### src/rtl/instr_loader.sv
// Assembles a little-endian byte stream into instruction words and writes them to instruction memory.
// Write issues 1 cycle after the last byte of a word; byte_ready is low outside RECV, so one word per BPW+1 cycles.
module instr_loader #(
    parameter int ADDRESS_WIDTH     = 8,
    parameter int INSTRUCTION_WIDTH = 32
) (
    input  logic                         clk,
    input  logic                         rst_n,
    input  logic                         start,
    input  logic [ADDRESS_WIDTH:0]       num_words,
    input  logic                         abort,
    input  logic                         byte_valid,
    input  logic [7:0]                   byte_data,
    output logic                         byte_ready,
    output logic                         WE,
    output logic [ADDRESS_WIDTH-1:0]     WA,
    output logic [INSTRUCTION_WIDTH-1:0] WD,
    output logic                         busy,
    output logic                         done
);

    localparam int BPW = INSTRUCTION_WIDTH / 8;
    localparam int CW  = (BPW > 1) ? $clog2(BPW) : 1;

    typedef enum logic [1:0] {IDLE, RECV, WRITE, DONE} state_t;

    state_t                       state;
    logic [CW-1:0]                byte_cnt;
    logic [ADDRESS_WIDTH-1:0]     addr;
    logic [ADDRESS_WIDTH:0]       words_total;
    logic [INSTRUCTION_WIDTH-1:0] word;
    logic [INSTRUCTION_WIDTH-1:0] word_nxt;
    logic                         accept;
    logic                         last_byte;
    logic                         last_word;

    assign accept    = byte_valid && byte_ready;
    assign last_byte = (byte_cnt == CW'(BPW - 1));
    // Compared one bit wider than the address so a full 2**ADDRESS_WIDTH session ends at the top word without wrapping.
    assign last_word = (({1'b0, addr} + {{ADDRESS_WIDTH{1'b0}}, 1'b1}) == words_total);

    always_comb begin
        word_nxt = word;
        if (accept) begin
            word_nxt[8*byte_cnt +: 8] = byte_data;
        end
    end

    always_ff @(posedge clk or negedge rst_n) begin
        if (!rst_n) begin
            state       <= IDLE;
            byte_cnt    <= '0;
            addr        <= '0;
            words_total <= '0;
            word        <= '0;
            byte_ready  <= 1'b0;
            WE          <= 1'b0;
            WA          <= '0;
            WD          <= '0;
            busy        <= 1'b0;
            done        <= 1'b0;
        end else begin
            WE   <= 1'b0;
            done <= 1'b0;
            case (state)
                IDLE: begin
                    if (start) begin
                        words_total <= num_words;
                        addr        <= '0;
                        byte_cnt    <= '0;
                        busy        <= 1'b1;
                        if (num_words == '0) begin
                            state <= DONE;
                            done  <= 1'b1;
                        end else begin
                            state      <= RECV;
                            byte_ready <= 1'b1;
                        end
                    end
                end
                RECV: begin
                    // Abort wins over a coincident byte, so the partial word is simply dropped.
                    if (abort) begin
                        state      <= IDLE;
                        busy       <= 1'b0;
                        byte_ready <= 1'b0;
                        byte_cnt   <= '0;
                    end else if (accept) begin
                        word <= word_nxt;
                        if (last_byte) begin
                            state      <= WRITE;
                            byte_ready <= 1'b0;
                            byte_cnt   <= '0;
                            WE         <= 1'b1;
                            WA         <= addr;
                            WD         <= word_nxt;
                        end else begin
                            byte_cnt <= byte_cnt + 1'b1;
                        end
                    end
                end
                WRITE: begin
                    if (abort) begin
                        state <= IDLE;
                        busy  <= 1'b0;
                    end else if (last_word) begin
                        state <= DONE;
                        done  <= 1'b1;
                    end else begin
                        state      <= RECV;
                        addr       <= addr + 1'b1;
                        byte_ready <= 1'b1;
                    end
                end
                DONE: begin
                    state <= IDLE;
                    busy  <= 1'b0;
                end
                default: begin
                    state      <= IDLE;
                    busy       <= 1'b0;
                    byte_ready <= 1'b0;
                end
            endcase
        end
    end

endmodule

### config.mk
export PLATFORM = sky130hd
export DESIGN_NAME = instr_loader
export DESIGN_NICKNAME = d
export VERILOG_FILES = /design/src/rtl/instr_loader.sv
export SDC_FILE = /design/constraint.sdc
export NUM_CORES = 1
export LEC_CHECK = 0
export CAP_MARGIN = 30
export CORE_MARGIN = 4
export CORE_UTILIZATION = 55
export CTS_CLUSTER_DIAMETER = 40
export CTS_CLUSTER_SIZE = 12
export DETAILED_ROUTE_END_ITERATION = 10
export PLACE_DENSITY = 0.8
export SYNTH_ARGS = -nofsm -noshare
export SYNTH_HDL_FRONTEND = slang
export SYNTH_SLANG_ARGS = --single-unit
### constraint.sdc
create_clock -name clk -period 3.3 [get_ports clk]
set_input_delay 0.66 -clock clk [delete_from_list [all_inputs] [get_ports clk]]
set_output_delay 0.66 -clock clk [all_outputs]
set_load 0.1 [all_outputs]
-- Word level (Yosys, flattened, before mapping)
Cells that the tools add are included.
- word-level logic and storage cells: 83
- flip-flop bits (word level): 97
- bitwise gates (word level): 1
- equality and inequality tests: 12
- shift operators: 2
- reductions and logical operators: 15
- muxes and demuxes: 38
- add/sub/neg operators: 4
- operators with widths (operator ; count):
    negation 5 -> 34 bit ; 1
    variable shift 8 x 34 -> 32 bit (first input constant) ; 1
    indexed part select 8 x 34 -> 32 bit ; 1
    bitwise mux 32 bit ; 1
    2-to-1 mux 8 bit ; 3
    2-to-1 mux 2 bit ; 11
    2-to-1 mux 1 bit ; 17
    one-hot mux 8 bit (2 select lines) ; 1
    adder 8 x 1 -> 9 bit (second input constant) ; 1
    equality test 9 bit ; 1
    logical NOT 9 bit ; 1
    AND reduction 3 bit ; 3
    adder 8 x 1 -> 8 bit (second input constant) ; 1
    inequality test 2 bit (second input constant) ; 4
    one-hot mux 2 bit (4 select lines) ; 1
    AND reduction 4 bit ; 2
    AND reduction 7 bit ; 1
    equality test 2 bit (second input constant) ; 3
    inequality test 3 bit (second input constant) ; 2
    one-hot mux 1 bit (3 select lines) ; 2
    one-hot mux 2 bit (2 select lines) ; 1
    AND reduction 2 bit ; 2
    nonzero test 2 bit ; 2
    nonzero test 3 bit ; 1
    other kinds (8) ; 8

-- Depth between registers and ports, before layout
Gate-level depths: netlist (run 1).
- word-level depth: 5
- gate-level depth with buffers: 9
- gate-level depth less buffers: 7

-- Least setup slack after synthesis (run 1)
No wires, ideal clock.
- path type: register to register
- start point: reg byte_ready
- end point: reg WA[5]
- arrival: 2419 ps
- setup time: 125 ps
- buffers on the path: 2
- stages on the path, launching flop included: 7
- path slack: 756 ps
- path through: dfrtp_1 > nand2_1 > nor2_1 > and2_1 > clkbuf_1 > buf_2 > mux2_2
- word-level cells in the longest chain between the ends: 2
- RTL lines (element ; RTL line ; RTL):
    start: declaration ; 14 ; output logic byte_ready,
    start signal: assignment ; 56 ; byte_ready <= 1'b0;
    start signal: assignment ; 77 ; byte_ready <= 1'b1;
    start signal: assignment ; 86 ; byte_ready <= 1'b0;
    logical AND 1 bit ; 37 ; assign accept = byte_valid && byte_ready;
    AND reduction 4 bit (no source line) ; - ;
    end signal: assignment ; 95 ; WA <= addr;
    end: declaration ; 16 ; output logic [ADDRESS_WIDTH-1:0] WA,
Every way passes these cells.
A chain may end at the register's enable or synchronous reset.

-- Final worst setup path (run 1)
- start point: reg addr[0]
- end point: reg addr[1]
- word-level cells in the longest chain between the ends: 4
- elaborated cells between the ends (all ways): 8
- RTL lines (element ; RTL line ; RTL):
    start: declaration ; 29 ; logic [ADDRESS_WIDTH-1:0] addr;
    start signal: assignment ; 111 ; addr <= addr + 1'b1;
    adder 8 x 1 -> 9 bit or adder 8 x 1 -> 8 bit (tied branches) ; 40, 111 ;
    equality test 9 bit or 2-to-1 mux 8 bit (tied branches) ; 40, 106 ;
    inequality test 2 bit (no source line) or 2-to-1 mux 8 bit (tied branches) ; - ;
    AND reduction 4 bit (no source line) or one-hot mux 8 bit (2 select lines) (tied branches) ; - ;
Parallel ways exist; a longest one is shown, timed or not. The select of a mux whose other input is x is not followed.

==> results.cfg, run 1 <==
[run_status]
outcome = finished clean

[placement]
place_congestion = 0.920
io_buffer_count = 65
placed_area_mm2 = 0.00528
place_hpwl_um = 6900

[global_routing]
grt.overflow.total = 0
grt_max_degree = 98
grt_pass1_wl_um = 16700
grtUsageTotal_pct = 20.8
antenna_found_initial = 0
grt_pass1_vias = 3343

[synth]
netlist_area_mm2 = 0.00467
synth.distinct_cells = 57
synth_nets = 472
syn_area_per_cell_um2 = 10.6
ys.flop_type = dfrtp_1
synthArstFlopShare_pct = 100
yosysWarnings = 0
ys_ff_latch = 97
synth_edf_count = 0
syn_inst = 439
ys_seq_area_share_pct = 51.9

[finish]
layout-drive-gt1-share_pct = 21.8
final_cell_mix = dfrtp_1 (97), a21oi_1 (69), buf_4 (53), nor2_1 (41), nor2b_1 (34)
stdcell_area_mm2 = 0.00548
final_common_cell = dfrtp_1
nets = 529
num_antenna_cells = 0
fin_util_pct = 66.3
syn2layout_area_growth_pct = 17.2

[clock_network]
tritoncts = done
htreeDepth = 3
ctsHoldBuffers = 0
cts_buffer_depth = 2
cts_sinks = 97
cts_resized = 0
clk_latency_ns = 0.37
postCtsSetupBuffers = 0
cts_buffers = 9
cts_root_buf = clkbuf_8
clkTransAtPathRegs_ns = 0.09

[power]
switching_share_pct = 42.5
p_seq_share_pct = 40.3
p_clk_share_pct = 19.5
ir_drop_mv = 0.336
power.density_mw_per_mm2 = 708
p_total_w = 0.00388
p_switching_w = 0.00165
leakage_nw = 2.60
comb_power_share_pct = 40.2
internal_power_w = 0.00223

[sta]
finClkSkew_ns = 0.0135
post-route-period-util_pct = 83.5
hold_violations = 0
setup_viol = 0
max_freq_mhz = 363
period_minus_slack_ns = 2.75
grt_setup_unrepaired = false
slew_viol_final = 0
hold_slack_ns = 0.335
setup_tns_ns = 0
tightest_slew_ns = 0.530
slew_headroom_pct = 64.6

[route]
drc = 0
drt_iter0_drc = 171
wl_per_cell_um = 16.6
num_vias = 3489
finalWirelength_um = 10000
via_per_inst = 5.76
ant_nets = 0
firstDrtPassIters = 5

[floorplan]
die_area_mm2 = 0.0100
initial_core_util_pct = 56.6
die_x_um = 100
fp-row-count = 33
dieHeight_um = 100
core_area_mm2 = 0.00826
ioPinCount = 66

[worst_setup_path]
arrival_ns = 3.01
slowest_stage = or4b_4
critPathKind = reg -> reg
cp_num_buf_inv = 0
crit_chain = ha_1 -> nand3_4 -> or2_1 -> or4b_4 -> a221oi_4 -> nor3_2 -> a221o_1
critPathLaunchType = flop
critical_path_required_ns = 3.55
crit_fanout = 12
r2r-start = addr[0]$_DFFE_PN0P_
startpoint = addr[0]$_DFFE_PN0P_
reg2reg_slack_ns = 0.55
crit_end = addr[1]$_DFFE_PN0P_
rr_endpoint = addr[1]$_DFFE_PN0P_
critical_path.max_stage_delay_ns = 0.53
worst-path-stages = 7
reg2reg_depth = 7
critPathTopFamily = simple AND/OR/NAND/NOR gates
end_kind = flop

[hold_path]
worstHoldPathType = in -> async

[job]
drv_cap = 0
[synthesized netlist by cell type, types with 5 or more instances]
library cell | count | share of area [%]
dfrtp_1 | 97 | 52
xnor2_1 | 7 | 1.3
buf_1 | 8 | 0.64
and2_1 | 9 | 1.2
nor3_1 | 7 | 0.75
nand2_1 | 13 | 1.0
a22o_1 | 32 | 6.0
o21ai_0 | 5 | 0.54
nor2b_1 | 34 | 4.6
mux2_2 | 17 | 4.1
o211ai_1 | 5 | 0.80
nand3_1 | 5 | 0.54
clkbuf_1 | 10 | 0.80
a21oi_1 | 69 | 7.4
ha_1 | 11 | 2.9
buf_2 | 6 | 0.64
inv_1 | 7 | 0.56
nor2_1 | 41 | 3.3
[worst min path at each step]
| stage | endpoint | from |
|---|---|---|
| 2_1_floorplan | WA[0]$_DFFE_PN0P_ | rst_n |
| 3_3_place_gp | word[16]$_DFFE_PN0P_ | word[16]$_DFFE_PN0P_ |
| 3_5_place_dp | word[26]$_DFFE_PN0P_ | word[26]$_DFFE_PN0P_ |
| 4_1_cts | WA[3]$_DFFE_PN0P_ | rst_n |
| 5_1_grt | WA[3]$_DFFE_PN0P_ | rst_n |
| 6_report | WA[3]$_DFFE_PN0P_ | rst_n |
[worst reg2reg max path, cell delays in order (launching register included)]
cell and delay (ns):
dfrtp_1 0.46, ha_1 0.25, nand3_4 0.12, or2_1 0.27, or4b_4 0.53, a221oi_4 0.50
nor3_2 0.16, a221o_1 0.37
[cell type report]
class | instances | area [um^2]
fill | 673 | 2780
multi-input combinational | 307 | 2080
clock buffer | 10 | 138
inverter | 7 | 26.3
sequential | 97 | 2430
timing repair buffer | 74 | 618
clock inverter | 6 | 57.6
tap | 105 | 131
[registers in the layout, summed over array words and instances (netlist names)]
name and flops:
byte_ready 1, byte_cnt 2, busy 1, WA 8, done 1, words_total 9
WE 1, state 2, addr 8, WD 32, word 32
[stage by stage]
stage	worst slack, ns	instances
5_1_grt	0.382	606
4_1_cts	0.570	606
2_1_floorplan	0.756	439
6_report	0.546	606
3_5_place_dp	0.584	590
3_3_place_gp	0.650	590
[metal layers]
layer / vias to the layer above / part of all wire (%) / routed length, um / global-route usage (%)
li1: 1686 / - / - / -
met2: 112 / 45 / 4490 / 30.0
met1: 1682 / 46 / 4620 / 31.9
met4: 0 / 1.2 / 122 / 6.22
met3: 9 / 8.0 / 799 / 4.17
met5: - / 0 / 0 / 0
[cells by family (layout without fill, tap and decap cells)]
logic type	after synthesis	in the layout	synth area share, %
AOI/OAI and AO/OA	135	135	19.8
and+or+nand+nor	135	135	16.0
DFF	97	97	51.9
buffers and inverters	35	97	3.61
muxes	17	17	4.10
adders and majority gates	11	11	2.94
xor gates and xnor gates	9	9	1.69
[power by group through the flow]
stage | registers [W] | clock network (W) | logic [W]
final | 0.00156 | 0.000756 | 0.00156
after global routing | 0.00159 | 0.000825 | 0.00169
after CTS | 0.00156 | 0.000770 | 0.00157
after detailed placement | 0.00158 | 0 | 0.00156
after global placement | 0.00157 | 0 | 0.00153
after floorplan | 0.00203 | 0 | 0.000722
Power figures use the tool's default switching activity.
==> run 2: changes to the inputs <==
--- a/config.mk
+++ b/config.mk
@@ -7,11 +7,11 @@
 export LEC_CHECK = 0
 export CAP_MARGIN = 30
 export CORE_MARGIN = 4
-export CORE_UTILIZATION = 55
+export CORE_UTILIZATION = 49
 export CTS_CLUSTER_DIAMETER = 40
 export CTS_CLUSTER_SIZE = 12
 export DETAILED_ROUTE_END_ITERATION = 10
-export PLACE_DENSITY = 0.8
+export PLACE_DENSITY = 0.76
 export SYNTH_ARGS = -nofsm -noshare
 export SYNTH_HDL_FRONTEND = slang
 export SYNTH_SLANG_ARGS = --single-unit
==> constraint.sdc (replaced) <==
create_clock -name clk -period 2.4 [get_ports clk]
set_input_delay 0.48 -clock clk [delete_from_list [all_inputs] [get_ports clk]]
set_output_delay 0.48 -clock clk [all_outputs]
set_load 0.1 [all_outputs]
==> run 2 against run 1 <==
Die area is 11% higher. Core utilization is 5.6 points lower. Worst hold slack worse by 0.29 ns. Final cell count is 5.8% higher. Sequential share of layout area is 1.2 points lower. Maximum frequency is 19% higher. Via count is 0.66% higher. Clock power is 46% higher. Power is 42% higher. Combinational power is 45% higher. Register-to-register slack worse by 0.47 ns. Global-route usage is 0.91 points lower. Highest routed layer unchanged.
==> results.cfg, run 2 (same netlist as run 1, synthesis figures left out) <==
[power]
ir_drop_mv = 0.387
leakage_nw = 2.65
power.density_mw_per_mm2 = 976

[finish]
final_common_cell = dfrtp_1
syn2layout_area_growth_pct = 20.6
reg_top3 = WD x32, word x32, words_total x9
fillCellCount = 787
layout-drive-gt1-share_pct = 24.4
fin_util_pct = 60.7
num_antenna_cells = 0
final_cell_mix = dfrtp_1 (93), a21oi_1 (69), buf_4 (62), nor2_1 (41), nor2b_1 (34)
nets = 541
final_cells = 641

[global_routing]
grt_pass1_vias = 3482
antenna_found_initial = 0
grtUsageTotal_pct = 19.9
grt.overflow.total = 0
grt_pass1_wl_um = 17900
grt_max_degree = 45

[worst_setup_path]
critPathLaunchType = flop
startpoint = addr[1]$_DFFE_PN0P_
end_kind = flop
r2r-start = addr[1]$_DFFE_PN0P_
arrival_ns = 2.61
critical_path_required_ns = 2.69
critPathKind = reg -> reg
crit_fanout = 5

[clock_network]
cts_resized = 0
clkTransAtPathRegs_ns = 0.10
cts_root_buf = clkbuf_8
ctsHoldBuffers = 0
postCtsSetupBuffers = 0
htreeDepth = 3
cts_buffer_depth = 2
tritoncts = done
cts_buffers = 9
clk_latency_ns = 0.37
cts_sinks = 97

[route]
finalWirelength_um = 10700
wl_met2_um = 4910
wl_per_cell_um = 16.7
drt_iter0_drc = 186
routed.top_layer = met4
firstDrtPassIters = 4
met3WireLength_um = 615
num_vias = 3512
route.layer.met1.wl_um = 5040
via_per_inst = 5.48
ant_nets = 0
drc = 0

[sta]
slew_headroom_pct = 62.0
finClkSkew_ns = 0.0156
grt_setup_unrepaired = true
period_minus_slack_ns = 2.32
post-route-period-util_pct = 96.7
tightest_slew_ns = 0.564
max_freq_mhz = 431
layout_setup_ws_ns = 0.0797
slew_viol_final = 0
setup_viol = 0
hold_violations = 0

[hold_path]
worstHoldPathType = in -> async

[placement]
io_buffer_count = 65
place_hpwl_um = 7590
place_congestion = 0.833
dp_slack_ns = 0.0650
placed_cells = 625

[floorplan]
die_x_um = 106
dieHeight_um = 106
core_area_mm2 = 0.00928
fp-row-count = 35
die_area_mm2 = 0.0112
ioPinCount = 66
initial_core_util_pct = 50.4

[job]
drv_cap = 0

[run_status]
outcome = finished clean
## run 2: cell count changes in the layout (fill, tap and decap cells not counted), sizes merged
cell	previous run	this run
clkbuf	10	9
bufinv	0	1
inv	11	10
clkinvlp	0	2
clkinv	2	0
buf	54	66
## run 2: worst max-delay path: stages (launching register included)
cell and delay (ns):
dfrtp_1 0.41, ha_4 0.17, nand3_4 0.06, or2_1 0.26, or4b_4 0.50, a221oi_4 0.37
buf_2 0.24, nand2_1 0.09, a21oi_1 0.13
## run 2: stage by stage
step	TNS [ns]	power (W)	hold WS [ns]	instance area [um^2]
2_1_floorplan	0	0.00378	0.184	4680
3_3_place_gp	0	0.00435	0.461	5410
3_5_place_dp	0	0.00441	0.467	5410
4_1_cts	0	0.00551	0.0585	5610
5_1_grt	-0.111	0.00582	0.0673	5640
6_report	0	0.00550	0.0500	5640
## run 2: final timing paths
| check | endpoint | slack [ns] | cells past startpoint |
|---|---|---|---|
| setup / recovery | state[1]$_DFFE_PN0P_ | 0.08 | 8 |
| hold reg to reg | word[10]$_DFFE_PN0P_ | 0.50 | 1 |
| min in group clk | word[10]$_DFFE_PN0P_ | 0.50 | 1 |
| max in group asynchronous | word[30]$_DFFE_PN0P_ | 1.67 | 2 |
| setup reg to reg | state[1]$_DFFE_PN0P_ | 0.08 | 8 |
| hold / removal | words_total[3]$_DFFE_PN0P_ | 0.05 | 1 |
## run 2: area by class of cell
class                           count  area (um^2)  area share [%]
Timing Repair Buffer               86          722            12.8
Inverter                            7         26.3           0.466
Clock inverter                      6         73.8            1.31
Clock buffer                        9          124            2.20
Tap cell                          129          161            2.86
Multi-Input combinational cell    307         2100            37.2
Sequential cell                    97         2430            43.1
## run 2: power breakdown
group	internal (W)	leakage [nW]	switching, W
clock	0.000491	0.0942	0.000608
combinational	0.000784	1.24	0.00147
sequential	0.00192	1.31	0.000230
total	0.00319	2.65	0.00231
## run 2: layer usage
metal,vias up,GRT usage [%]
li1,1697,-
met1,1706,29.9
met2,98,29.5
met3,11,3.43
met4,0,6.38
met5,-,0
